$ cat src/rtl/apb_master_bridge_pkg.sv
// Shared types and widths for the APB master bridge.
// The state enum and the address decoder are reused by the AXI4-Lite bridge.
package apb_pkg;

  localparam int APB_ADDR_W = 32;
  localparam int APB_DATA_W = 32;

  typedef enum logic [1:0] {
    IDLE,
    SETUP,
    ACCESS,
    ERR
  } apb_state_e;

endpackage

$ cat src/rtl/apb_master_bridge_if.sv
// CPU load/store side and APB3 side of the bridge, bundled.
// The bridge takes the master view; the peripheral fabric takes the slave view.
interface apb_master_bridge_if #(
  parameter int NUM_SLAVES = 4
);
  import apb_pkg::*;

  logic                             transfer;
  logic                             write;
  logic [APB_ADDR_W-1:0]            addr;
  logic [APB_DATA_W-1:0]            wdata;
  logic [APB_DATA_W-1:0]            rdata;
  logic                             ready;
  logic                             err;

  logic [APB_ADDR_W-1:0]            PADDR;
  logic [APB_DATA_W-1:0]            PWDATA;
  logic                             PWRITE;
  logic                             PENABLE;
  logic [NUM_SLAVES-1:0]            PSEL;
  logic [APB_DATA_W*NUM_SLAVES-1:0] PRDATA;
  logic [NUM_SLAVES-1:0]            PREADY;

  modport master (
    input  transfer,
    input  write,
    input  addr,
    input  wdata,
    output rdata,
    output ready,
    output err,
    output PADDR,
    output PWDATA,
    output PWRITE,
    output PENABLE,
    output PSEL,
    input  PRDATA,
    input  PREADY
  );

  modport slave (
    output transfer,
    output write,
    output addr,
    output wdata,
    input  rdata,
    input  ready,
    input  err,
    input  PADDR,
    input  PWDATA,
    input  PWRITE,
    input  PENABLE,
    input  PSEL,
    output PRDATA,
    output PREADY
  );

endinterface

$ cat src/rtl/apb_master_bridge_addr_decoder.sv
// Combinational window decoder: byte address -> one-hot slave select + hit.
// Addresses below the base never wrap around into a slave window.
module apb_addr_decoder
  import apb_pkg::*;
#(
  parameter int                    NUM_SLAVES = 4,
  parameter logic [APB_ADDR_W-1:0] ADDR_BASE  = 32'h1000_0000,
  parameter logic [APB_ADDR_W-1:0] SLAVE_SPAN = 32'h0000_1000
) (
  input  logic [APB_ADDR_W-1:0] addr,
  output logic [NUM_SLAVES-1:0] sel,
  output logic                  hit
);

  logic [APB_ADDR_W-1:0] offset;
  logic [APB_ADDR_W-1:0] slot;

  always_comb begin
    offset = addr - ADDR_BASE;
    slot   = offset / SLAVE_SPAN;
    hit    = (addr >= ADDR_BASE) &&
             (slot < APB_ADDR_W'(NUM_SLAVES));
    sel    = '0;
    for (int i = 0; i < NUM_SLAVES; i++) begin
      sel[i] = hit && (slot == APB_ADDR_W'(i));
    end
  end

endmodule

$ cat src/rtl/apb_master_bridge.sv
// CPU load/store bus to APB3 master: decode, SETUP/ACCESS sequencing,
// wait-state timeout and read-data return with a one-cycle ready pulse.
module apb_master_bridge
  import apb_pkg::*;
#(
  parameter int                    NUM_SLAVES = 4,
  parameter logic [APB_ADDR_W-1:0] ADDR_BASE  = 32'h1000_0000,
  parameter logic [APB_ADDR_W-1:0] SLAVE_SPAN = 32'h0000_1000,
  parameter int                    TIMEOUT    = 16
) (
  input  logic                clk,
  input  logic                rst,
  apb_master_bridge_if.master bus
);

  localparam int CW = $clog2(TIMEOUT) + 1;

  apb_state_e            state;
  logic [APB_ADDR_W-1:0] paddr_q;
  logic [APB_DATA_W-1:0] pwdata_q;
  logic                  pwrite_q;
  logic [NUM_SLAVES-1:0] sel_q;
  logic [CW-1:0]         cnt_q;

  logic [NUM_SLAVES-1:0] dec_sel;
  logic                  dec_hit;
  logic                  slave_ready;
  logic [APB_DATA_W-1:0] slave_rdata;
  logic                  expired;

  logic [NUM_SLAVES-1:0] psel;
  logic                  penable;
  logic                  ready;
  logic                  err;
  logic [APB_DATA_W-1:0] rdata;

  apb_addr_decoder #(
    .NUM_SLAVES (NUM_SLAVES),
    .ADDR_BASE  (ADDR_BASE),
    .SLAVE_SPAN (SLAVE_SPAN)
  ) u_dec (
    .addr (bus.addr),
    .sel  (dec_sel),
    .hit  (dec_hit)
  );

  // One-hot latched select drives the PREADY/PRDATA return mux
  always_comb begin
    slave_ready = |(bus.PREADY & sel_q);
    slave_rdata = '0;
    for (int i = 0; i < NUM_SLAVES; i++) begin
      if (sel_q[i]) begin
        slave_rdata = slave_rdata |
          bus.PRDATA[APB_DATA_W*i +: APB_DATA_W];
      end
    end
  end

  assign expired = (cnt_q == CW'(TIMEOUT - 1));

  // PREADY is checked before the timeout so a late ready still succeeds
  always_comb begin
    psel    = '0;
    penable = 1'b0;
    ready   = 1'b0;
    err     = 1'b0;
    rdata   = '0;
    unique case (state)
      IDLE: ;
      SETUP: begin
        psel = sel_q;
      end
      ACCESS: begin
        psel    = sel_q;
        penable = 1'b1;
        if (slave_ready) begin
          ready = 1'b1;
          rdata = pwrite_q ? '0 : slave_rdata;
        end else if (expired) begin
          ready = 1'b1;
          err   = 1'b1;
        end
      end
      ERR: begin
        ready = 1'b1;
        err   = 1'b1;
      end
      default: ;
    endcase
  end

  always_ff @(posedge clk or posedge rst) begin
    if (rst) begin
      state    <= IDLE;
      paddr_q  <= '0;
      pwdata_q <= '0;
      pwrite_q <= 1'b0;
      sel_q    <= '0;
      cnt_q    <= '0;
    end else begin
      unique case (state)
        IDLE: begin
          if (bus.transfer) begin
            paddr_q  <= bus.addr;
            pwdata_q <= bus.wdata;
            pwrite_q <= bus.write;
            sel_q    <= dec_sel;
            state    <= dec_hit ? SETUP : ERR;
          end
        end
        SETUP: begin
          cnt_q <= '0;
          state <= ACCESS;
        end
        ACCESS: begin
          if (slave_ready || expired) begin
            state <= IDLE;
          end else begin
            cnt_q <= cnt_q + CW'(1);
          end
        end
        ERR: begin
          state <= IDLE;
        end
        default: begin
          state <= IDLE;
        end
      endcase
    end
  end

  assign bus.PADDR   = paddr_q;
  assign bus.PWDATA  = pwdata_q;
  assign bus.PWRITE  = pwrite_q;
  assign bus.PSEL    = psel;
  assign bus.PENABLE = penable;
  assign bus.ready   = ready;
  assign bus.err     = err;
  assign bus.rdata   = rdata;

endmodule
$ cat src/flat_wrapper.sv
// flat-port wrapper written by rule: the top's interface ports become plain ports
module apb_master_bridge_flat import apb_pkg::*;
#(
  parameter int                    NUM_SLAVES = 4,
  parameter logic [APB_ADDR_W-1:0] ADDR_BASE  = 32'h1000_0000,
  parameter logic [APB_ADDR_W-1:0] SLAVE_SPAN = 32'h0000_1000,
  parameter int                    TIMEOUT    = 16
)
  (clk, rst, bus_transfer, bus_write, bus_addr, bus_wdata, bus_rdata, bus_ready, bus_err, bus_PADDR, bus_PWDATA, bus_PWRITE, bus_PENABLE, bus_PSEL, bus_PRDATA, bus_PREADY);
  apb_master_bridge_if #(.NUM_SLAVES(NUM_SLAVES)) bus_i ();
  input  logic clk;
  input  logic rst;
  input wire logic [$bits(bus_i.transfer)-1:0] bus_transfer;
  input wire logic [$bits(bus_i.write)-1:0] bus_write;
  input wire logic [$bits(bus_i.addr)-1:0] bus_addr;
  input wire logic [$bits(bus_i.wdata)-1:0] bus_wdata;
  output wire logic [$bits(bus_i.rdata)-1:0] bus_rdata;
  output wire logic [$bits(bus_i.ready)-1:0] bus_ready;
  output wire logic [$bits(bus_i.err)-1:0] bus_err;
  output wire logic [$bits(bus_i.PADDR)-1:0] bus_PADDR;
  output wire logic [$bits(bus_i.PWDATA)-1:0] bus_PWDATA;
  output wire logic [$bits(bus_i.PWRITE)-1:0] bus_PWRITE;
  output wire logic [$bits(bus_i.PENABLE)-1:0] bus_PENABLE;
  output wire logic [$bits(bus_i.PSEL)-1:0] bus_PSEL;
  input wire logic [$bits(bus_i.PRDATA)-1:0] bus_PRDATA;
  input wire logic [$bits(bus_i.PREADY)-1:0] bus_PREADY;
  assign bus_i.transfer = bus_transfer;
  assign bus_i.write = bus_write;
  assign bus_i.addr = bus_addr;
  assign bus_i.wdata = bus_wdata;
  assign bus_rdata = bus_i.rdata;
  assign bus_ready = bus_i.ready;
  assign bus_err = bus_i.err;
  assign bus_PADDR = bus_i.PADDR;
  assign bus_PWDATA = bus_i.PWDATA;
  assign bus_PWRITE = bus_i.PWRITE;
  assign bus_PENABLE = bus_i.PENABLE;
  assign bus_PSEL = bus_i.PSEL;
  assign bus_i.PRDATA = bus_PRDATA;
  assign bus_i.PREADY = bus_PREADY;
  apb_master_bridge #(.NUM_SLAVES(NUM_SLAVES), .ADDR_BASE(ADDR_BASE), .SLAVE_SPAN(SLAVE_SPAN), .TIMEOUT(TIMEOUT)) u_core (.clk(clk), .rst(rst), .bus(bus_i));
endmodule
$ cat config.mk
export PLATFORM = sky130hd
export DESIGN_NAME = apb_master_bridge_flat
export DESIGN_NICKNAME = d
export VERILOG_FILES = /design/src/rtl/apb_master_bridge_pkg.sv /design/src/rtl/apb_master_bridge_if.sv /design/src/rtl/apb_master_bridge_addr_decoder.sv /design/src/rtl/apb_master_bridge.sv /design/src/flat_wrapper.sv
export SDC_FILE = /design/constraint.sdc
export NUM_CORES = 1
export LEC_CHECK = 0
export CAP_MARGIN = 20
export CORE_AREA = 3 3 117 119
export CTS_CLUSTER_SIZE = 10
export DETAILED_ROUTE_END_ITERATION = 10
export DIE_AREA = 0 0 120 122
export GPL_TIMING_DRIVEN = 0
export MAX_ROUTING_LAYER = met4
export PLACE_DENSITY = 0.74
export SLEW_MARGIN = 30
export SYNTH_ARGS = -nofsm -noshare
export SYNTH_HDL_FRONTEND = slang
export SYNTH_SLANG_ARGS = --single-unit
$ cat constraint.sdc
create_clock -name clk -period 4.4 [get_ports clk]
set_input_delay 0.88 -clock clk [delete_from_list [all_inputs] [get_ports clk]]
set_output_delay 0.88 -clock clk [all_outputs]
set_load 0.01 [all_outputs]
## Word-level counts from Yosys, hierarchy flattened

Index checks and enable logic that the tools add are counted.

| cells by class | value |
|---|---|
| reductions and logical operators | 14 |
| eq/ne operators | 10 |
| bitwise logic cells | 4 |
| mux-type cells | 20 |
| add/sub/neg operators | 2 |
| order comparisons | 2 |

Operators by type and width:

| operator | number |
|---|---|
| 32-bit 2-to-1 mux | 7 |
| 32-bit OR | 3 |
| 20-bit by 2-bit == test with 1-bit output (second input constant) | 2 |
| 32-bit by 29-bit greater-or-equal comparator with 1-bit output (second input constant) | 1 |
| 32-bit zero test | 1 |
| 32-bit by 29-bit subtractor with 32-bit output (second input constant) | 1 |
| 20-bit by 1-bit == test with 1-bit output (second input constant) | 1 |
| 20-bit by 3-bit < comparator with 1-bit output (second input constant) | 1 |
| 5-bit case mux with 2 select lines | 1 |
| 2-bit case mux with 4 select lines | 1 |
| 2-bit 2-to-1 mux | 3 |
| 2-bit AND reduction | 3 |
| 5-bit by 1-bit adder with 5-bit output (second input constant) | 1 |
| 5-bit by 4-bit == test with 1-bit output (second input constant) | 1 |
| 1-bit logical AND | 5 |
| 5-bit 2-to-1 mux | 1 |
| 4-bit AND | 1 |
| 2-bit == test (second input constant) | 2 |
| 1-bit 2-to-1 mux | 4 |
| 4-bit 2-to-1 mux | 1 |
| 2-bit inequality test (second input constant) | 2 |
| 1-bit case mux with 2 select lines | 2 |
| 4-bit OR reduction | 1 |
| 2-bit by 1-bit == test with 1-bit output (second input constant) | 1 |
| 5 further kinds | 5 |

| storage, ports and cells | value |
|---|---|
| input bits | 200 |
| bits in registers | 76 |

## Logic depth before layout (Yosys ltp)

Gate-level depths: netlist (run 1).

| depth | value |
|---|---|
| word-level depth | 10 |
| depth in mapped cells | 7 |

## Cells and area by module

A second synthesis (run 1) with hierarchy kept.

| unflattened totals | value |
|---|---|
| cells, all modules | 329 |
| area total of the unflattened synthesis | 4078.9 sq um |

Modules (own cells, without submodules):

| module | seq. area each (sq um) | area each (sq um) | cells an instance | instances |
|---|---|---|---|---|
| apb_master_bridge | 1901.8 | 3968.8 | 315 | 1 |
| apb_addr_decoder | 0.0 | 110.1 | 14 | 1 |

## Worst setup path after synthesis (run 1)

No wires, ideal clock.

| timing | value |
|---|---|
| path kind | in2out |
| start point | input bus_PREADY[2] |
| end point | output bus_rdata[10] |
| stages on the path | 5 |
| setup slack | 1898 ps |
| arrival | 1622 ps |
| path buffers | 1 |
| cell sequence | a22oi_1 nand2_1 nand3b_1 buf_2 a21oi_1 |

| on the way | value |
|---|---|
| longest elaborated chain between the ends | 4 |

RTL lines:

| what | line | text |
|---|---|---|
| start, declared | flat_wrapper.sv:26 | `input wire logic [$bits(bus_i.PREADY)-1:0] bus_PREADY;` |
| 4-bit AND | apb_master_bridge.sv:49 | `slave_ready = \|(bus.PREADY & sel_q);` |
| 4-bit OR reduction | apb_master_bridge.sv:49 |  |
| 32-bit 2-to-1 mux | apb_master_bridge.sv:76 | `if (slave_ready) begin` |
| 32-bit 2-to-1 mux | apb_master_bridge.sv:68 | `unique case (state)` |
| end, declared | flat_wrapper.sv:17 | `output wire logic [$bits(bus_i.rdata)-1:0] bus_rdata;` |

Every way passes these cells.

## Worst setup path after layout (run 1)

| timing | value |
|---|---|
| start point | input bus_PREADY[2] |
| end point | output bus_rdata[5] |

The elaborated chain is that of the path after synthesis.

==> results.py, run 1 <==
metrics = {
    "run_status": {
        "status": "complete, no violations",
    },
    "sta": {
        "finalHoldViolations": 0,
        "timing.final.crit_share_pct": 83.7,
        "max_freq_mhz": 272,
        "slew_violations": 0,
        "slew_headroom_pct": 56.2,
        "worstMarginPinSlew_ns": 0.656,
        "fin_skew_ns": 0.00239,
        "rsz0062_at_grt": "false",
        "min_period_ns": 3.68,
        "finalSetupViolCount": 0,
        "fin_tns_setup_ns": 0,
    },
    "cts": {
        "cts_tree": "yes",
        "cts-root-buf": "clkbuf_16",
        "cts.htree.levels": 3,
        "cts_setup_buffers": 0,
        "hold_buffers": 0,
        "cts.sinks": 76,
        "cts_made_buffers": 9,
        "clk_latency_ns": 0.32,
        "cts_max_path_buffers": 2,
        "cts.clk_slew.worst_paths_ns": 0.05,
        "cts_resized": 0,
    },
    "cells_and_area": {
        "mostFrequentLayoutCell": "clkdlybuf4s50_1",
        "final_cell_mix": "clkdlybuf4s50_1, dfrtp_1, a22oi_1",
        "drive_gt1_share_pct": 15.1,
        "num-nets-final": 854,
        "area_delta_synth_final_pct": 94.1,
        "final_util_pct": 58.8,
    },
    "drt": {
        "via_per_inst": 4.94,
        "drt-pass1-iter-count": 4,
        "routedWlPerCell_microns": 20.2,
        "drt-total-wl_mm": 16.7,
        "vias": 4067,
        "initialDrtViolationCount": 177,
        "drtAntennaViolNets": 0,
        "drc": 0,
    },
    "setup_path": {
        "critPathCapture": "bus_rdata[5]",
        "cp-end-kind": "output port",
        "start_kind": "primary input",
        "critPathMaxStageDelay_ns": 0.59,
        "worstPathCellList": "clkdlybuf4s50_1, a22oi_1, nand2_1, nand3b_1, buf_2, a21oi_1, clkdlybuf4s50_1",
        "path_class": "primary input to output port",
        "timing.rr.start": "u_core.state[0]",
        "r2r.worst_path.cells": 6,
        "arrival_ns": 2.80,
        "required_ns": 3.52,
        "slowest_stage": "clkdlybuf4s50_1",
        "regToRegSetupSlack_ns": 2.24,
        "r2r_end": "u_core.bus.PWDATA[25]",
        "startpoint": "bus_PREADY[2]",
        "path_max_fanout": 10,
        "cpMostUsedCell": "clkdlybuf4s50_1",
    },
    "yosys": {
        "syn_nets": 539,
        "netlist_area_sq_um": 3840,
        "yosysWarningCount": 0,
        "syn_inst": 332,
        "synth_cell_type_count": 29,
        "avgSynthCellArea_sq_um": 11.6,
        "ys_seq_area_share_pct": 49.5,
        "yosys_register_bits": 76,
    },
    "power_and_ir_drop": {
        "power.density_nw_per_um2": 503,
        "ir_drop_uv": 403,
        "leakage_nw": 2.82,
    },
    "floorplanning": {
        "die_x_microns": 120,
        "core-area_sq_um": 12700,
        "initial_core_util_pct": 30.3,
        "die_h_microns": 122,
        "ios": 304,
        "die-area_sq_um": 14600,
        "row_count": 41,
    },
    "global_routing": {
        "overflow": 0,
        "grt_use_total_pct": 22.6,
        "grt_antenna_before_repair": 1,
        "grt_pass1_wl_mm": 24.7,
        "grt_max_degree": 41,
        "grt_pass1_vias": 4458,
    },
    "place": {
        "gp_congestion": 0.920,
        "port_buffers": 303,
        "hpwl_mm": 13.6,
    },
    "min_path": {
        "min_path_cells": 2,
        "worstHoldPathType": "register to register",
    },
    "job": {
        "drv_cap": 0,
    },
}
[layer usage]
metal	global-route usage, %	vias to the layer above	wire length [microns]
met1	23.1	1950	5970
met4	8.66	0	480
met3	5.90	28	1310
li1	-	1891	-
met5	-	-	0
met2	41.6	198	8900
[final cells by class]
| cell class | instances | area (sq um) |
|---|---|---|
| tap | 172 | 215 |
| clock buffer | 10 | 239 |
| timing repair buffer | 304 | 3050 |
| antenna | 1 | 2.50 |
| fill | 1109 | 5220 |
| buffer | 28 | 120 |
| inverter | 8 | 32.5 |
| clock inverter | 5 | 100 |
| sequential | 76 | 1900 |
| multi-input combinational | 220 | 1790 |
[cell usage after synthesis]
cell type   n  share of area, %
dfrtp_1    76                50
a22oi_1    66                13
mux2_2     65                19
a21oi_1    33               4.3
clkbuf_1   16               1.6
buf_2      12               1.6
nand2_1     9              0.88
inv_1       8              0.78
ha_1        7               2.3
o21ai_0     6              0.78
and2_1      4              0.65
nand2b_1    4              0.65
nand3_1     4              0.52
o41ai_1     4              0.91
and3_1      2              0.33
nor2_1      2              0.20
nor4_1      2              0.33
a21boi_1    1              0.20
a311o_1     1              0.26
a31o_2      1              0.23
a31oi_1     1              0.16
a41o_1      1              0.26
nand2_2     1              0.16
nand3b_1    1              0.20
nand4b_1    1              0.23
nor3_1      1              0.13
nor3_4      1              0.42
nor4b_1     1              0.23
or4_4       1              0.29
[worst min-delay path by stage]
| stage | end | from | slack (ns) |
|---|---|---|---|
| 2_1_floorplan | u_core.cnt_q[4] | u_core.cnt_q[4] | 0.47 |
| 3_3_place_gp | u_core.bus.PADDR[13] | u_core.bus.PADDR[13] | 0.48 |
| 3_5_place_dp | u_core.bus.PADDR[12] | u_core.bus.PADDR[12] | 0.48 |
| 4_1_cts | u_core.bus.PADDR[12] | u_core.bus.PADDR[12] | 0.50 |
| 5_1_grt | u_core.bus.PADDR[20] | u_core.bus.PADDR[20] | 0.51 |
| 6_report | u_core.bus.PADDR[12] | u_core.bus.PADDR[12] | 0.49 |
[report_power, final]
| group | total, mW | internal (mW) | switching (mW) |
|---|---|---|---|
| Combinational | 1.69 | 1.06 | 0.635 |
| Sequential | 1.22 | 1.03 | 0.184 |
| Clock | 0.833 | 0.564 | 0.269 |
[registers in the layout, summed over array words and instances, names as in the netlist]
register	count
u_core.bus.PADDR	32
u_core.bus.PWDATA	32
u_core.bus.PWRITE	1
u_core.cnt_q	5
u_core.sel_q	4
u_core.state	2
[cell families (layout without fill, tap and decap cells)]
family	Yosys count	count (layout)	share of synthesized area (%)
compound gates	114	114	20.0
fa+ha+maj	7	7	2.28
buf+inv	36	355	3.91
flops	76	76	49.5
mux	65	65	19.1
other cells	0	1	0
simple gates	34	34	5.21
[critical path, delay by kind of cell]
family                 cells  cell delay (ns)
buffers and inverters      3             1.30
AO/OA/AOI/OAI              2             0.33
AND/OR/NAND/NOR            2             0.30
[metrics by stage]
stage | cells | hold WS (ns) | power [mW] | setup slack, ns | instance area (sq um)
after floorplan | 332 | 0.469 | 1.91 | 1.58 | 3840
final | 824 | 0.493 | 3.75 | 0.717 | 7450
after global placement | 807 | 0.480 | 2.87 | 0.422 | 7090
after CTS | 823 | 0.495 | 3.79 | 0.702 | 7450
after global routing | 824 | 0.513 | 3.95 | 0.595 | 7450
after detailed placement | 808 | 0.478 | 2.93 | 0.716 | 7110
Note: power is estimated with default switching activity, not from simulation.
==> inputs of run 2 (changes only) <==
CORE_AREA = unset   (was 3 3 117 119)
CORE_MARGIN = 3   (was unset)
CORE_UTILIZATION = 30   (was unset)
DIE_AREA = unset   (was 0 0 120 122)
PLACE_DENSITY = 0.77   (was 0.74)
clock period = 3 ns   (was 4.4 ns; I/O delays follow)
==> results.py, run 2 (synthesized netlist as in run 1, its figures left out) <==
metrics = {
    "cts": {
        "cts_max_path_buffers": 2,
        "cts.clk_slew.worst_paths_ns": 0.06,
        "cts.sinks": 76,
        "cts-root-buf": "clkbuf_16",
        "cts.htree.levels": 3,
        "cts_tree": "yes",
        "hold_buffers": 0,
        "clk_latency_ns": 0.32,
        "cts_made_buffers": 9,
    },
    "sta": {
        "rsz0062_at_grt": "false",
        "timing.final.crit_share_pct": 96.7,
        "finalSetupViolCount": 0,
        "worstMarginPinSlew_ns": 0.596,
        "fin_skew_ns": 0.00227,
        "slew_violations": 0,
        "slew_headroom_pct": 60.2,
        "min_period_ns": 2.90,
        "finalHoldViolations": 0,
        "max_freq_mhz": 345,
        "whs_ns": 0.499,
    },
    "floorplanning": {
        "ios": 304,
        "initial_core_util_pct": 31.3,
        "die_x_microns": 119,
        "die_h_microns": 119,
        "row_count": 40,
        "die-area_sq_um": 14200,
        "core-area_sq_um": 12300,
    },
    "setup_path": {
        "required_ns": 2.40,
        "path_max_fanout": 6,
        "cp-end-kind": "output port",
        "start_kind": "primary input",
        "arrival_ns": 2.30,
        "path_class": "primary input to output port",
    },
    "drt": {
        "highest_layer": "met4",
        "drt-total-wl_mm": 16.5,
        "routedWlPerCell_microns": 20.0,
        "drt-pass1-iter-count": 5,
        "drtAntennaViolNets": 0,
        "vias": 4167,
        "initialDrtViolationCount": 315,
        "routed-wl-met3_mm": 1.35,
        "met1Wirelength_mm": 6.13,
        "wl_met2_mm": 8.32,
        "via_per_inst": 5.05,
        "drc": 0,
    },
    "global_routing": {
        "grt_max_degree": 49,
        "grt_antenna_before_repair": 3,
        "overflow": 0,
        "grt_pass1_vias": 4496,
        "grt_use_total_pct": 23.2,
        "grt_pass1_wl_mm": 25.0,
    },
    "power_and_ir_drop": {
        "power.density_nw_per_um2": 712,
        "ir_drop_uv": 670,
        "p_total_mw": 5.34,
        "leakage_nw": 3.23,
    },
    "cells_and_area": {
        "final_cell_area_sq_um": 7490,
        "mostFrequentLayoutCell": "clkdlybuf4s50_1",
        "num-nets-final": 857,
        "final_cell_mix": "clkdlybuf4s50_1, dfrtp_1, mux2_2",
        "area_delta_synth_final_pct": 95.2,
        "fill_cells": 1017,
        "drive_gt1_share_pct": 15.9,
        "instances_no_fill": 825,
    },
    "place": {
        "dp.cells": 804,
        "place_area_sq_um": 7110,
        "gp_congestion": 0.922,
        "hpwl_mm": 13.2,
        "port_buffers": 303,
    },
    "job": {
        "drv_cap": 0,
    },
    "min_path": {
        "worstHoldPathType": "register to register",
    },
    "run_status": {
        "status": "complete, no violations",
    },
}
[run 2: changes by cell type in the layout (fill, tap and decap cells not counted), moves of 2 or more]
cell and change:
a22oi_1 -2, a22oi_2 +2, buf_2 -2, buf_4 +4, bufinv_16 -2, clkdlybuf4s50_1 -30, diode_2 +2, dlygate4sd2_1 +12
dlymetal6s2s_1 +18
[run 2: worst max-delay path: stages]
cell,delay (ns)
clkdlybuf4s50_1,0.48
a22oi_2,0.09
nand2_1,0.09
nand3b_1,0.08
buf_4,0.17
buf_6,0.13
a21oi_1,0.11
clkdlybuf4s50_1,0.55
[run 2: what timing repair did]
action | in CTS | in global routing
gates cloned | 1 | 0
endpoints found under the setup margin | 30 | 18
hold endpoints to repair | 0 | 0
gates resized for setup | 17 | 20
buffers inserted | 2 | 0
[run 2: per-stage QoR]
step           worst slack [ns]  util, %  TNS (ns)
5_1_grt                 0.00545     61.1         0
6_report                 0.0988     61.1         0
3_3_place_gp             -0.701     57.8    -54.84
2_1_floorplan             0.462        -         0
3_5_place_dp             -0.121     58.0     -1.25
4_1_cts                0.000744     60.6         0
[run 2: final timing paths]
kind	from	end	slack, ns	cells after the start
min	u_core.bus.PADDR[13]	u_core.bus.PADDR[13]	0.50	2
min reg2reg	u_core.bus.PADDR[13]	u_core.bus.PADDR[13]	0.50	2
max reg2reg	u_core.state[0]	u_core.bus.PADDR[9]	0.91	6
min in group asynchronous	rst	u_core.bus.PADDR[2]	0.62	2
max in group asynchronous	rst	u_core.cnt_q[4]	1.82	3
max	bus_PREADY[2]	bus_rdata[28]	0.1	8
[run 2: where the power goes]
group	switching (mW)	internal [mW]
logic	0.925	1.56
clock network	0.397	0.683
registers	0.261	1.52
total	1.58	3.75
[run 2: area by class of cell]
class | instances | area [sq um] | share of cell area [%]
Timing Repair Buffer | 307 | 3110 | 41.5
Sequential cell | 76 | 1900 | 25.4
Multi-Input combinational cell | 220 | 1800 | 24.0
Clock buffer | 11 | 253 | 3.37
Tap cell | 168 | 210 | 2.80
Buffer | 28 | 133 | 1.77
Clock inverter | 4 | 48.8 | 0.651
Inverter | 8 | 32.5 | 0.434
Antenna cell | 3 | 7.51 | 0.100
[run 2: layer usage]
metal,global-route usage [%],up-vias
li1,-,1897
met1,25.5,1995
met2,39.3,234
met3,6.32,41
met4,10.7,0
met5,-,-
==> variant 1 (flow settings as in run 1) <==
`TIMEOUT` is set to 16 in 2 places; all go to 32.
--- a/src/rtl/apb_master_bridge.sv
+++ b/src/rtl/apb_master_bridge.sv
@@ -7,5 +7,5 @@
   parameter logic [APB_ADDR_W-1:0] ADDR_BASE  = 32'h1000_0000,
   parameter logic [APB_ADDR_W-1:0] SLAVE_SPAN = 32'h0000_1000,
-  parameter int                    TIMEOUT    = 16
+  parameter int                    TIMEOUT    = 32
 ) (
   input  logic                clk,
--- a/src/flat_wrapper.sv
+++ b/src/flat_wrapper.sv
@@ -5,5 +5,5 @@
   parameter logic [APB_ADDR_W-1:0] ADDR_BASE  = 32'h1000_0000,
   parameter logic [APB_ADDR_W-1:0] SLAVE_SPAN = 32'h0000_1000,
-  parameter int                    TIMEOUT    = 16
+  parameter int                    TIMEOUT    = 32
 )
   (clk, rst, bus_transfer, bus_write, bus_addr, bus_wdata, bus_rdata, bus_ready, bus_err, bus_PADDR, bus_PWDATA, bus_PWRITE, bus_PENABLE, bus_PSEL, bus_PRDATA, bus_PREADY);
Function: same outputs for any inputs over 4 cycles, from zero or initial values and one cycle with rst high; that may be too few to reach the edited logic, so the function may still have changed.
==> variant 1 against run 1 <==
  * Power up 1.3%
  * Setup slack got worse by 13 ps
  * Via count up 3.9%
  * First-iteration DRC count grew 4.5%
  * Critical endpoint is now bus_rdata[20]
  * Area after synthesis increased by 3.4%
  * Worst hold slack worse by 6.7 ps
  * Count of clock-buffer cells in the layout unchanged
  * Register-to-register slack better by 280 ps
  * Cell area is 1.9% higher
  * Wire length is 4.4% higher
  * Critical path type unchanged
  * Synthesized cell count rose by 2.4%
  * Sequential cell count increased by 1
==> variant 1: results (changes against run 1) <==
Vias=4224 (was 4067); Synth top cells by count=dfrtp_1, a22oi_1, mux2_2, a21oi_1, buf_2 (was dfrtp_1, a22oi_1, mux2_2, a21oi_1, clkbuf_1); # Post-CTS Setup Buffers=0 (unchanged); Clock Skews=4.17 ps (was 2.39 ps); Sw Pwr=1.13 mW (was 1.09 mW); nets=861 (was 854); antenna violations before repair=3 (was 1); Overall Global Routing Usage=0.241 (was 0.226); worst r2r src=u_core.state[0] (unchanged); share of cells above drive strength 1=0.159 (was 0.151); WL final=17400 um (was 16700 um); CTS buffer count=9 (unchanged); Synth cell types=43 (was 29); status=finished clean (unchanged); synth top area cells=dfrtp_1, mux2_2, a22oi_1 (unchanged); vias in the first global route=4776 (was 4458); largest net degree at the start of global routing=51 (was 41); Tightest Hold Check Type=reg -> reg (unchanged); hold path start=u_core.bus.PADDR[13] (was u_core.bus.PADDR[12]); Seq/Total Area, Yosys=0.485 (was 0.495); worst r2r path cells=5 (was 6); Iter 0 DRT Violations=185 (was 177); First-pass DRT Iterations=5 (was 4); worst slew pin tran=566 ps (was 656 ps); Ys Warns=0 (unchanged); global placer's final weighted congestion=0.935 (was 0.920); first-pass GRT wire length=26200 um (was 24700 um); syn_nets=546 (was 539); Final HPWL DP=14200 um (was 13600 um); Pleak=2.87 nW (was 2.82 nW); Worst EP arrival=2820 ps (was 2800 ps); maximum VDD drop=0.000396 V (was 0.000403 V)
[variant 1: power by group through the flow]
| stage | clock (mW) | sequential [mW] | combinational (mW) |
|---|---|---|---|
| finish | 0.836 | 1.24 | 1.72 |
| global route | 0.884 | 1.29 | 1.85 |
| CTS | 0.861 | 1.24 | 1.75 |
| detailed placement | 0 | 1.25 | 1.73 |
| global placement | 0 | 1.23 | 1.69 |
| floorplan | 0 | 1.36 | 0.583 |
[variant 1: layout make-up]
cell class,count,area [um2]
fillers,1062,5070
plain buffers,26,115
repair buffers,304,3060
multi-input cells,231,1910
diodes,3,7.51
flip-flops and latches,77,1930
well taps,172,215
clock inverters,6,111
clock buffers,10,229
inverters,6,25.0
[variant 1: metrics by stage]
step                instance area, um2  setup slack [ps]  instances
finish                            7600               705        835
floorplan                         3970              1550        340
CTS                               7590               681        832
global route                      7600               583        835
detailed placement                7250               692        816
global placement                  7220               315        815
[variant 1: worst paths after layout]
kind,slack [ps],to
min in group asynchronous,900,u_core.bus.PWDATA[21]
max in group asynchronous,2930,u_core.bus.PADDR[13]
hold reg to reg,490,u_core.bus.PADDR[13]
setup reg to reg,2520,u_core.bus.PADDR[29]
setup / recovery,700,bus_rdata[20]
hold / removal,490,u_core.bus.PADDR[13]
[variant 1: critical path: cells and delay by family]
kind	cells	cell delay, ps
AO/OA/AOI/OAI	2	290
buffers and inverters	3	1350
AND/OR/NAND/NOR	2	290
[variant 1: metal layers]
metal / GRT usage / share of wire
met5: - / 0
met4: 0.112 / 0.031
met3: 0.0826 / 0.097
met2: 0.427 / 0.52
met1: 0.239 / 0.35
[variant 1: kinds of logic after synthesis]
group,after synthesis,share of synthesized area
multiplexers,65,0.184
buffers and inverters,32,0.0347
AND/OR/NAND/NOR,42,0.0662
adder cells (fa/ha/maj),6,0.0189
flip-flops,77,0.485
AO/OA/AOI/OAI,118,0.211
==> variant 2 (config.mk and constraints of run 1) <==
Made on the original files. Re-encode `apb_state_e` (4 states) as Gray code, 2 bits wide.
--- a/src/rtl/apb_master_bridge_pkg.sv
+++ b/src/rtl/apb_master_bridge_pkg.sv
@@ -7,8 +7,8 @@
 
   typedef enum logic [1:0] {
-    IDLE,
-    SETUP,
-    ACCESS,
-    ERR
+    IDLE   = 2'b00,
+    SETUP  = 2'b01,
+    ACCESS = 2'b11,
+    ERR    = 2'b10
   } apb_state_e;
 
Check against the original RTL: same outputs for any inputs over 4 cycles, from zero or initial values and one cycle with rst high; so few cycles prove little.
==> variant 2 against run 1 <==
  * Sequential share of layout area is 0.086 points higher
  * Utilization down 0.20 points
  * Largest power group unchanged
  * Setup slack got worse by 310 ps
  * Power decreased by 24%
  * Largest cell class unchanged
  * Sequential cell count unchanged
  * Area after synthesis is 0.36% higher
  * Cell area fell by 0.34%
  * Worst hold slack got worse by 23 ps
  * Cell count grew 17%
  * Count of clock-buffer cells in the layout increased by 3
  * Wire length is 6.5% higher
==> variant 2: results (changes against run 1) <==
Seq/Total Area, Yosys=0.494 (was 0.495); vias in the first global route=4844 (was 4458); Final Hold Slack=471 ps (was 493 ps); antenna violations before repair=2 (was 1); syn_nets=673 (was 539); Pleak=3.11 nW (was 2.82 nW); nets=988 (was 854); Setup WS pre-CTS=430 ps (was 716 ps); maximum clock path buffer count=2 (unchanged); Inst Count DP=947 (was 808); Synth top cells by count=nand2_1, dfrtp_1, a22oi_1, a21oi_1, clkbuf_1 (was dfrtp_1, a22oi_1, mux2_2, a21oi_1, clkbuf_1); share of cells above drive strength 1=0.0405 (was 0.151); worst r2r src=u_core.cnt_q[0] (was u_core.state[0]); Fill cells=1149 (was 1109); Post-Synthesis Cells=471 (was 332); Overall Global Routing Usage=0.243 (was 0.226); Worst setup startpoint=bus_PREADY[0] (was bus_PREADY[2]); post-cts sizing count=0 (unchanged); WL final=17700 um (was 16700 um); Post-Layout Cell Count=965 (was 824); global placer's final weighted congestion=0.900 (was 0.920); status=finished clean (unchanged); CTS root buf=clkbuf_16 (unchanged); maximum VDD drop=0.000286 V (was 0.000403 V); first-pass GRT wire length=26600 um (was 24700 um); r2r endpoint=u_core.cnt_q[4] (was u_core.bus.PWDATA[25]); Iter 0 DRT Violations=329 (was 177); synth top area cells=dfrtp_1, nand2_1, a22oi_1 (was dfrtp_1, mux2_2, a22oi_1); most frequent cell after synthesis=nand2_1 (was dfrtp_1); Worst-Skew Late Latency=330 ps; Clock Skews=4.56 ps (was 2.39 ps); Final HPWL DP=14400 um (was 13600 um); hold path start=u_core.bus.PWDATA[27] (was u_core.bus.PADDR[12]); Vias=4721 (was 4067); Crit path largest cell delay=610 ps (was 590 ps)
variant 2: cell types whose count changed in the layout (fill, tap and decap cells not counted), moves of 4 or more:
cell / run 1 / this run
a22o_1: 0 / 4
clkbuf_1: 16 / 26
ha_1: 7 / 2
inv_1: 7 / 2
mux2_2: 65 / 0
nand2_1: 9 / 207
o21ai_0: 6 / 0
variant 2: kinds of logic (layout without fill, tap and decap cells):
| family | count (synthesis) | count (layout) | share of synthesized area |
|---|---|---|---|
| simple gates | 238 | 238 | 0.251 |
| flops | 76 | 76 | 0.494 |
| mux | 1 | 1 | 0.00260 |
| fa+ha+maj | 2 | 2 | 0.00649 |
| other cells | 0 | 2 | 0 |
| compound gates | 112 | 112 | 0.199 |
| buf+inv | 41 | 361 | 0.0455 |
| xor+xnor | 1 | 1 | 0.00227 |
variant 2: power by group:
| part | leakage, nW | internal (mW) | switching [mW] | total (mW) |
|---|---|---|---|---|
| Combinational | 1.97 | 0.638 | 0.438 | 1.08 |
| Clock | 0.138 | 0.427 | 0.277 | 0.705 |
| Sequential | 1.01 | 0.927 | 0.138 | 1.07 |
variant 2: worst max path at each step:
stage	end	slack, ps	depth (start not counted)
finish	bus_rdata[18]	410	8
global placement	u_core.bus.PADDR[8]	350	2
detailed placement	bus_rdata[18]	430	8
CTS	bus_rdata[28]	410	8
global route	bus_rdata[15]	260	8
floorplan	bus_rdata[10]	1570	6
variant 2: area by class of cell:
class                           count  area [um2]  share of cell area
Timing Repair Buffer              304        3060               0.412
Sequential cell                    76        1900               0.256
Multi-Input combinational cell    354        1780               0.239
Clock buffer                       13         270              0.0364
Tap cell                          172         215              0.0290
Buffer                             37         160              0.0216
Clock inverter                      3        20.0             0.00270
Inverter                            4        17.5             0.00236
Antenna cell                        2        5.00            0.000674
variant 2: metal layers:
layer | vias to the layer above | GRT usage | part of all wire
met5 | - | - | 0
met4 | 0 | 0.106 | 0.032
met3 | 33 | 0.0929 | 0.11
met2 | 222 | 0.424 | 0.52
met1 | 2230 | 0.242 | 0.35
li1 | 2236 | - | -
variant 2: worst min-delay path, stage by stage, from the launching register on:
cell     delay [ps]
dfrtp_1         340
nand2_1          50
nand2_1          50
